==> src/rtl/qedmma_pkg.sv <==
// Shared QEDMMA datapath types and constants.
// Fixed-point defaults, divider states and saturation helpers.
package qedmma_pkg;

  localparam int DATA_WIDTH      = 32;
  localparam int FRAC_BITS       = 16;
  localparam int TARGET_ID_WIDTH = 3;

  typedef logic signed [DATA_WIDTH-1:0] fp_t;

  typedef enum logic [1:0] {
    IDLE,
    CALC,
    FIX,
    DONE
  } div_state_t;

  // Bit patterns are returned in 64 bits; callers slice to their width.
  function automatic logic [63:0] fp_max(input int width);
    return (64'd1 << (width - 1)) - 64'd1;
  endfunction

  function automatic logic [63:0] fp_min(input int width);
    return 64'd1 << (width - 1);
  endfunction

endpackage

==> src/rtl/qedmma_fp_sat_round.sv <==
// Quotient post-processing: optional rounding, sign apply,
// saturation and divide-by-zero substitution.
module qedmma_fp_sat_round #(
  parameter int DATA_WIDTH = qedmma_pkg::DATA_WIDTH,
  parameter int Q_WIDTH    = 48,
  parameter bit ROUND_EN   = 1'b0
) (
  input  logic [Q_WIDTH-1:0]    quot_i,
  input  logic                  sign_i,
  input  logic                  dz_i,
  input  logic                  a_zero_i,
  output logic [DATA_WIDTH-1:0] q_o,
  output logic                  dz_o,
  output logic                  ovf_o
);
  import qedmma_pkg::*;

  localparam logic [63:0] MAX64 = fp_max(DATA_WIDTH);
  localparam logic [63:0] MIN64 = fp_min(DATA_WIDTH);
  localparam logic [DATA_WIDTH-1:0] Q_MAX = MAX64[DATA_WIDTH-1:0];
  localparam logic [DATA_WIDTH-1:0] Q_MIN = MIN64[DATA_WIDTH-1:0];
  localparam logic [Q_WIDTH-1:0] POS_LIM = Q_WIDTH'(Q_MAX);
  localparam logic [Q_WIDTH-1:0] NEG_LIM = Q_WIDTH'(Q_MIN);

  logic [Q_WIDTH-1:0]    mag;
  logic [DATA_WIDTH-1:0] mag_lo;
  logic [DATA_WIDTH-1:0] neg_lo;
  logic                  ovf;

  always_comb begin
    mag = quot_i;
    if (ROUND_EN) begin
      mag = (quot_i >> 1) + Q_WIDTH'(quot_i[0]);
    end
  end

  assign mag_lo = mag[DATA_WIDTH-1:0];
  assign neg_lo = -mag_lo;

  // Negative side may reach one more LSB than the positive side.
  assign ovf = sign_i ? (mag > NEG_LIM) : (mag > POS_LIM);

  always_comb begin
    q_o   = sign_i ? neg_lo : mag_lo;
    ovf_o = ovf;
    if (ovf) begin
      q_o = sign_i ? Q_MIN : Q_MAX;
    end
    if (dz_i) begin
      ovf_o = 1'b0;
      if (a_zero_i) begin
        q_o = '0;
      end else begin
        q_o = sign_i ? Q_MIN : Q_MAX;
      end
    end
  end

  assign dz_o = dz_i;

endmodule

==> src/rtl/qedmma_fp_div_seq.sv <==
// Sequential signed fixed-point divider, q = (a << FRAC_BITS) / b,
// restoring radix-2 with saturation, sticky flags and handshakes.
module qedmma_fp_div_seq #(
  parameter int DATA_WIDTH = qedmma_pkg::DATA_WIDTH,
  parameter int FRAC_BITS  = qedmma_pkg::FRAC_BITS,
  parameter bit ROUND_EN   = 1'b0,
  parameter int TAG_WIDTH  = qedmma_pkg::TARGET_ID_WIDTH
) (
  input  logic                  clk,
  input  logic                  rst,
  input  logic                  in_valid,
  output logic                  in_ready,
  input  logic [DATA_WIDTH-1:0] in_a,
  input  logic [DATA_WIDTH-1:0] in_b,
  input  logic [TAG_WIDTH-1:0]  in_tag,
  output logic                  out_valid,
  input  logic                  out_ready,
  output logic [DATA_WIDTH-1:0] out_q,
  output logic [TAG_WIDTH-1:0]  out_tag,
  output logic                  out_dz,
  output logic                  out_ovf,
  output logic                  sticky_dz,
  output logic                  sticky_ovf,
  input  logic                  sticky_clr
);
  import qedmma_pkg::*;

  localparam int R      = ROUND_EN ? 1 : 0;
  localparam int N_ITER = DATA_WIDTH + FRAC_BITS + R;
  localparam int CW     = $clog2(N_ITER + 1);
  localparam logic [CW-1:0] CNT_INIT = CW'(N_ITER - 1);

  div_state_t state_q, state_d;

  logic [DATA_WIDTH-1:0] abs_a, abs_b;
  logic [DATA_WIDTH-1:0] babs_q, babs_d;
  logic [DATA_WIDTH-1:0] rem_q, rem_d;
  logic [DATA_WIDTH:0]   rem_sh;
  logic [DATA_WIDTH-1:0] rem_sub;
  logic                  qbit;
  logic [N_ITER-1:0]     num_q, num_d;
  logic [N_ITER-1:0]     quot_q, quot_d;
  logic [CW-1:0]         cnt_q, cnt_d;
  logic                  sign_q, sign_d;
  logic                  dz_q, dz_d;
  logic                  az_q, az_d;
  logic [TAG_WIDTH-1:0]  tag_q, tag_d;
  logic                  accept;

  logic [DATA_WIDTH-1:0] fix_q;
  logic                  fix_dz, fix_ovf;

  logic [DATA_WIDTH-1:0] oq_q, oq_d;
  logic [TAG_WIDTH-1:0]  otag_q, otag_d;
  logic                  odz_q, odz_d;
  logic                  oovf_q, oovf_d;
  logic                  ovalid_q, ovalid_d;
  logic                  sdz_q, sdz_d;
  logic                  sovf_q, sovf_d;

  always_ff @(posedge clk) begin
    if (rst) begin
      state_q <= IDLE;
    end else begin
      state_q <= state_d;
    end
  end

  always_comb begin
    state_d = state_q;
    unique case (state_q)
      IDLE: if (accept) state_d = (in_b == '0) ? FIX : CALC;
      CALC: if (cnt_q == '0) state_d = FIX;
      FIX:  state_d = DONE;
      DONE: if (out_ready) state_d = IDLE;
      default: state_d = IDLE;
    endcase
  end

  always_comb begin
    in_ready = (state_q == IDLE) && !rst;
  end

  assign accept = in_valid && in_ready;

  // |MIN| wraps to itself, which is correct as an unsigned magnitude.
  assign abs_a = in_a[DATA_WIDTH-1] ? -in_a : in_a;
  assign abs_b = in_b[DATA_WIDTH-1] ? -in_b : in_b;

  assign rem_sh  = {rem_q, num_q[N_ITER-1]};
  assign qbit    = rem_sh >= {1'b0, babs_q};
  assign rem_sub = rem_sh[DATA_WIDTH-1:0] - babs_q;

  always_comb begin
    babs_d = babs_q;
    rem_d  = rem_q;
    num_d  = num_q;
    quot_d = quot_q;
    cnt_d  = cnt_q;
    sign_d = sign_q;
    dz_d   = dz_q;
    az_d   = az_q;
    tag_d  = tag_q;
    if (state_q == IDLE && accept) begin
      babs_d = abs_b;
      sign_d = in_a[DATA_WIDTH-1] ^ in_b[DATA_WIDTH-1];
      dz_d   = (in_b == '0);
      az_d   = (in_a == '0);
      tag_d  = in_tag;
      num_d  = N_ITER'(abs_a) << (FRAC_BITS + R);
      rem_d  = '0;
      quot_d = '0;
      cnt_d  = CNT_INIT;
    end else if (state_q == CALC) begin
      rem_d  = qbit ? rem_sub : rem_sh[DATA_WIDTH-1:0];
      quot_d = {quot_q[N_ITER-2:0], qbit};
      num_d  = num_q << 1;
      cnt_d  = cnt_q - CW'(1);
    end
  end

  always_ff @(posedge clk) begin
    if (rst) begin
      babs_q <= '0;
      rem_q  <= '0;
      num_q  <= '0;
      quot_q <= '0;
      cnt_q  <= '0;
      sign_q <= 1'b0;
      dz_q   <= 1'b0;
      az_q   <= 1'b0;
      tag_q  <= '0;
    end else begin
      babs_q <= babs_d;
      rem_q  <= rem_d;
      num_q  <= num_d;
      quot_q <= quot_d;
      cnt_q  <= cnt_d;
      sign_q <= sign_d;
      dz_q   <= dz_d;
      az_q   <= az_d;
      tag_q  <= tag_d;
    end
  end

  qedmma_fp_sat_round #(
    .DATA_WIDTH (DATA_WIDTH),
    .Q_WIDTH    (N_ITER),
    .ROUND_EN   (ROUND_EN)
  ) u_fix (
    .quot_i   (quot_q),
    .sign_i   (sign_q),
    .dz_i     (dz_q),
    .a_zero_i (az_q),
    .q_o      (fix_q),
    .dz_o     (fix_dz),
    .ovf_o    (fix_ovf)
  );

  always_comb begin
    oq_d     = oq_q;
    otag_d   = otag_q;
    odz_d    = odz_q;
    oovf_d   = oovf_q;
    ovalid_d = ovalid_q;
    if (state_q == FIX) begin
      oq_d     = fix_q;
      otag_d   = tag_q;
      odz_d    = fix_dz;
      oovf_d   = fix_ovf;
      ovalid_d = 1'b1;
    end else if (state_q == DONE && out_ready) begin
      ovalid_d = 1'b0;
    end
  end

  // Clear beats a set landing in the same cycle.
  always_comb begin
    sdz_d  = sdz_q | ((state_q == FIX) && fix_dz);
    sovf_d = sovf_q | ((state_q == FIX) && fix_ovf);
    if (sticky_clr) begin
      sdz_d  = 1'b0;
      sovf_d = 1'b0;
    end
  end

  always_ff @(posedge clk) begin
    if (rst) begin
      oq_q     <= '0;
      otag_q   <= '0;
      odz_q    <= 1'b0;
      oovf_q   <= 1'b0;
      ovalid_q <= 1'b0;
      sdz_q    <= 1'b0;
      sovf_q   <= 1'b0;
    end else begin
      oq_q     <= oq_d;
      otag_q   <= otag_d;
      odz_q    <= odz_d;
      oovf_q   <= oovf_d;
      ovalid_q <= ovalid_d;
      sdz_q    <= sdz_d;
      sovf_q   <= sovf_d;
    end
  end

  assign out_valid  = ovalid_q;
  assign out_q      = oq_q;
  assign out_tag    = otag_q;
  assign out_dz     = odz_q;
  assign out_ovf    = oovf_q;
  assign sticky_dz  = sdz_q;
  assign sticky_ovf = sovf_q;

endmodule

==> config.mk <==
export PLATFORM = sky130hd
export DESIGN_NAME = qedmma_fp_div_seq
export DESIGN_NICKNAME = d
export VERILOG_FILES = /design/src/rtl/qedmma_pkg.sv /design/src/rtl/qedmma_fp_sat_round.sv /design/src/rtl/qedmma_fp_div_seq.sv
export SDC_FILE = /design/constraint.sdc
export NUM_CORES = 1
export LEC_CHECK = 0
export CAP_MARGIN = 20
export CORE_ASPECT_RATIO = 1.2
export CORE_MARGIN = 5
export CORE_UTILIZATION = 45
export DETAILED_ROUTE_END_ITERATION = 10
export GPL_ROUTABILITY_DRIVEN = 0
export PLACE_DENSITY = 0.65
export REMOVE_ABC_BUFFERS = 1
export SYNTH_ARGS = -nofsm -noshare
export SYNTH_HDL_FRONTEND = slang
export SYNTH_SLANG_ARGS = --single-unit
==> constraint.sdc <==
create_clock -name clk -period 3.45 [get_ports clk]
set_clock_uncertainty 0.15 [all_clocks]
set_input_delay 0.345 -clock clk [delete_from_list [all_inputs] [get_ports clk]]
set_output_delay 0.345 -clock clk [all_outputs]
set_load 0.03 [all_outputs]
## After elaboration in Yosys (flattened, before gate mapping)

Cells that the tools add are included.

| storage, ports and cells | value |
|---|---|
| memories | 0 |
| logic and storage cells | 72 |
| ROM bits | 0 |
| output and inout port bits | 41 |
| bits in latches | 0 |
| register bits after elaboration | 198 |
| memory bits (writable) | 0 |
| input port bits | 72 |

| cells by class | value |
|---|---|
| multiplexer cells | 21 |
| bitwise logic cells | 3 |
| divide/modulo/power cells | 0 |
| shifts and indexed selects | 0 |
| multipliers | 0 |
| reduce and logical (&&, ||, !) cells | 16 |
| equal/unequal tests | 6 |
| $add $sub $neg | 5 |
| order comparisons | 3 |

Operators by type and width:

| kind | count |
|---|---|
| 2-to-1 mux 32 bit | 8 |
| 2-to-1 mux 48 bit | 2 |
| negator 32 bit | 3 |
| zero test 32 bit | 2 |
| > comparator 48 x 31 -> 1 bit (second input constant) | 1 |
| > comparator 48 x 32 -> 1 bit (second input constant) | 1 |
| >= comparator 33 x 32 -> 1 bit | 1 |
| subtractor 32 bit | 1 |
| 2-to-1 mux 6 bit | 2 |
| 2-to-1 mux 2 bit | 4 |
| one-hot mux 2 bit (4 select lines) | 1 |
| logical AND 1 bit | 6 |
| zero test 6 bit | 1 |
| inequality test 2 bit (second input constant) | 3 |
| subtractor 6 x 1 -> 6 bit (second input constant) | 1 |
| == test 2 bit (second input constant) | 2 |
| 2-to-1 mux 1 bit | 4 |
| nonzero test 2 bit | 2 |
| OR reduction 2 bit | 2 |
| AND reduction 3 bit | 1 |
| == test 2 x 1 -> 1 bit (second input constant) | 1 |
| zero test 2 bit | 1 |
| OR 1 bit | 2 |
| zero test 1 bit | 1 |
| bitwise XOR 1 bit | 1 |

## Logic depth before layout (Yosys ltp)

| depth | value |
|---|---|
| depth after elaboration | 5 |
| depth in mapped cells | 13 |
| mapped depth without buffers | 11 |

## Cells and area by module

From an unflattened synthesis, not the netlist that was laid out.

| second synthesis, totals | value |
|---|---|
| cells, all modules | 1,427 |
| area total of the unflattened synthesis | 12,092.8 sq um |

Modules (own cells, without submodules):

| module | area an instance (sq um) | sequential area each (sq um) | cells an instance | times used |
|---|---|---|---|---|
| qedmma_fp_div_seq | 10,747.8 | 3,963.8 | 1,244 | 1 |
| qedmma_fp_sat_round | 1,345.0 | 0.0 | 183 | 1 |

## Least setup slack after synthesis

No wires, ideal clock.

| path | value |
|---|---|
| path kind | register to register |
| start point | register babs_q[14] |
| end point | register rem_q[31] |
| stages on the path, launching flop included | 11 |
| path slack | 0.614 ns |
| period minus slack after synthesis | 2.836 ns |
| data required time | 3.226 ns |
| arrival | 2.612 ns |
| setup time | 0.074 ns |
| path buffers | 0 |
| cell sequence | dfxtp_1 inv_1 ha_1 a21o_1 a2111oi_2 o21ai_0 or3_1 a31oi_1 nor4_1 or4_1 a31oi_1 |

| between the ends | value |
|---|---|
| cells in the longest elaborated chain, start to end | 2 |
| elaborated cells on any way between the ends | 3 |
| those cells by class | 1 x add/sub; 1 x order compare; 1 x mux |

RTL lines:

| what | line | text |
|---|---|---|
| start, declared | qedmma_fp_div_seq.sv:36 | `logic [DATA_WIDTH-1:0] babs_q, babs_d;` |
| start signal, assigned | qedmma_fp_div_seq.sv:134 | `babs_q <= babs_d;` |
| subtractor 32 bit / >= comparator 33 x 32 -> 1 bit (equally long branches) | qedmma_fp_div_seq.sv:92, qedmma_fp_div_seq.sv:91 |  |
| 2-to-1 mux 32 bit * | qedmma_fp_div_seq.sv:115 | `rem_d = qbit ? rem_sub : rem_sh[DATA_WIDTH-1:0];` |
| end signal, assigned | qedmma_fp_div_seq.sv:135 | `rem_q <= rem_d;` |
| end, declared | qedmma_fp_div_seq.sv:37 | `logic [DATA_WIDTH-1:0] rem_q, rem_d;` |

Mark *: on every way between the ends. The rest lies on a longest branch, timed or not.
A chain may end at the register's enable or synchronous reset.

## Worst setup path in the final report

| path | value |
|---|---|
| start point | register babs_q[5] |
| end point | register rem_q[22] |

Same word-level chain as after synthesis.

==> run_results.csv <==
group,metric,value,unit
global_route,antenna_found_initial,0,
clock_network,cts-htree-levels,4,
place,numPortBuffers,112,
worst_setup_path,crit_slowest_cell,"a311oi_1",
run_status,status,"completed",
floorplanning,ioPinCount,113,
routing,wl_per_cell,17.67,um
timing,fmax,315.8,MHz
timing,slew_headroom,0.3926,
place,place_area,13510,um2
timing,setup_viol,0,
clock_network,cts_buffers,17,
layout,final_area,14090,um2
power,power_density,765.6,nW/um2
synth,yosysMostFrequentCell,"dfxtp_1",
clock_network,cts_sinks,198,
layout,diodes,0,
synth,async_flop_share,0,
synth,yosys_warnings,0,
worst_setup_path,crit_path_end_kind,"register",
floorplanning,initial_core_util,0.4562,
synth,synth_area,12020,um2
floorplanning,chipHeight,189.0,um
synth,synth-edff-count,0,
routing,vias,11390,
timing,setup_ws,0.2838,ns
floorplanning,dieArea,30090,um2
synth,synth_top_area_share,0.3298,
power,ir_drop,0.0003877,V
layout,final_nets,1699,
worst_setup_path,criticalPathCategory,"reg -> reg",
worst_setup_path,crit_fanout,7,
synth,synth_largest_area_cell,"dfxtp_1",
timing,timing.final.crit_share,0.9177,
routing,antenna_left,0,
power,power,10.79,mW
worst_setup_path,crit_arrival,3.37,ns
clock_network,cts-root-buf,"clkbuf_16",
layout,area_delta_synth_final,17.21,%
synth,synth.top_cells.by_count,"198 x dfxtp_1, 136 x nor2_1, 132 x nand2_1",
floorplanning,core_area,26350,um2
timing,drv_slew,0,
flow_run,maxCapViolCount,0,
routing,via_per_inst,5.892,
clock_network,cts_hold_buf,0,
floorplanning,die_w,159.2,um
clock_network,cts_buffer_depth,2,
routing,first_pass_iters,6,
global_route,grt_pass1_vias,11170,
clock_network,worstSkewPairLatency,0.45,ns
layout,drive_above_1_share,0.07134,
global_route,grt_max_degree,66,
synth,synth.distinct_cells,81,
power,leakagePower,5.227,nW
place,dp_hpwl,24850,um
timing,fin_crit,3.166,ns
timing,rsz0062_at_grt,"false",
synth,avgSynthCellArea,7.966,um2
clock_network,clkTransAtPathRegs,0.09,ns
global_route,grt_overflow,0,
timing,hold_viol,0,
floorplanning,row_count,65,
synth,synth-seq-cells,198,
global_route,grt_pass1_wl,55960,um
routing,drt_wl_total,34150,um
clock_network,post_cts_buffers,0,
clock_network,cts_tree,"yes",
synth,synth_cells,1509,
synth,synthFlopType,"dfxtp_1",
place,dpl_worst_slack,0.1235,ns
worst_setup_path,cp-start-kind,"register",
timing,worstMarginPinSlew,0.9083,ns
routing,drt_iter0_markers,681,
synth,synth_seq_area_share,0.3298,
min_path,hold_path.class,"in -> reg",
worst_setup_path,required,3.66,ns
global_route,track_usage,0.2219,
worst_setup_path,max_stage_delay,0.58,ns
worst_setup_path,critical_path.cell_chain,"inv_1 > ha_1 > a21oi_1 > o22ai_1 > a211oi_1 > o211ai_1 > a311oi_1 > o21a_1 > nor3_1 > o31ai_1",
clock_network,cts-resized-gates,0,
synth,synth_area_leaders,"dfxtp_1 33%, mux2i_1 6.3%, o21ai_0 4.9%",
routing,drc,0,
## through the flow
step | cells | TNS, ns | hold slack [ns] | utilization
after floorplan | 1403 | -179.56 | 0.2641 | -
after global placement | 1901 | 0 | 0.3040 | 0.5127
after detailed placement | 1901 | 0 | 0.3045 | 0.5127
after CTS | 1933 | 0 | 0.2843 | 0.5347
after global routing | 1933 | 0 | 0.2973 | 0.5347
final | 1933 | 0 | 0.2967 | 0.5347
## flip-flops by register name, indices dropped and copies added, names as in the netlist, 2 cells and up
signal,count
cnt_q,6
out_q,32
quot_q,48
out_tag,3
babs_q,32
num_q,32
tag_q,3
state_q,2
rem_q,32
## cells by family after synthesis
group	synth area share
xor+xnor	0.06849
flops	0.3298
simple gates	0.2042
fa+ha+maj	0.04434
buf+inv	0.05767
mux	0.06516
compound gates	0.2304
## cells in the final DEF (no fill, tap or decap), types with 17 or more instances in the layout
| cell type | n |
|---|---|
| dfxtp_1 | 198 |
| nor2_1 | 136 |
| nand2_1 | 131 |
| o21ai_0 | 117 |
| clkdlybuf4s50_1 | 111 |
| a21oi_1 | 100 |
| mux2i_1 | 76 |
| xor2_1 | 56 |
| inv_1 | 54 |
| a211oi_1 | 50 |
| buf_4 | 50 |
| a31oi_1 | 43 |
| ha_1 | 40 |
| or3_1 | 38 |
| xnor2_1 | 38 |
| nand3_1 | 26 |
| nor3_1 | 26 |
| o22ai_1 | 23 |
| o31ai_1 | 22 |
| nor2b_1 | 19 |
| nand2b_1 | 19 |
| nand4_1 | 17 |
| nor4_1 | 17 |
| clkbuf_16 | 17 |
## where the power goes
| group | internal, mW | switching [mW] |
|---|---|---|
| sequential | 2.64 | 0.233 |
| combinational | 2.36 | 3.55 |
| clock | 0.971 | 1.02 |
## critical path: cells and delay by family (launching register included)
kind	cells	cell delay (ns)
compound gates	7	2.15
fa+ha+maj	1	0.39
buf+inv	1	0.05
flops	1	0.31
simple gates	1	0.04
## path summary, 6_finish.rpt
| path | end | cells after the start | from | slack (ns) |
|---|---|---|---|---|
| worst min-delay path | tag_q[0] | 3 | in_tag[0] | 0.30 |
| worst max-delay path | rem_q[22] | 10 | babs_q[5] | 0.28 |
| worst max register to register | rem_q[22] | 10 | babs_q[5] | 0.28 |
| worst min register to register | out_q[31] | 2 | out_q[31] | 0.32 |
## routing by layer
metal / global-route usage / wire, um
met1: 0.2600 / 14360
met2: 0.4019 / 17400
met3: 0.03353 / 1255
met4: 0.09452 / 1137
met5: 0 / 0
## final cells by class
cell class / instances / area (um2)
Sequential cell: 198 / 3964
Multi-Input combinational cell: 1149 / 7390
Inverter: 56 / 210.2
Timing Repair Buffer: 163 / 1526
Tap cell: 335 / 419.2
Clock inverter: 15 / 153.9
Clock buffer: 17 / 425.4
Fill cell: 2531 / 12260
(Power assumes the default switching activity.)
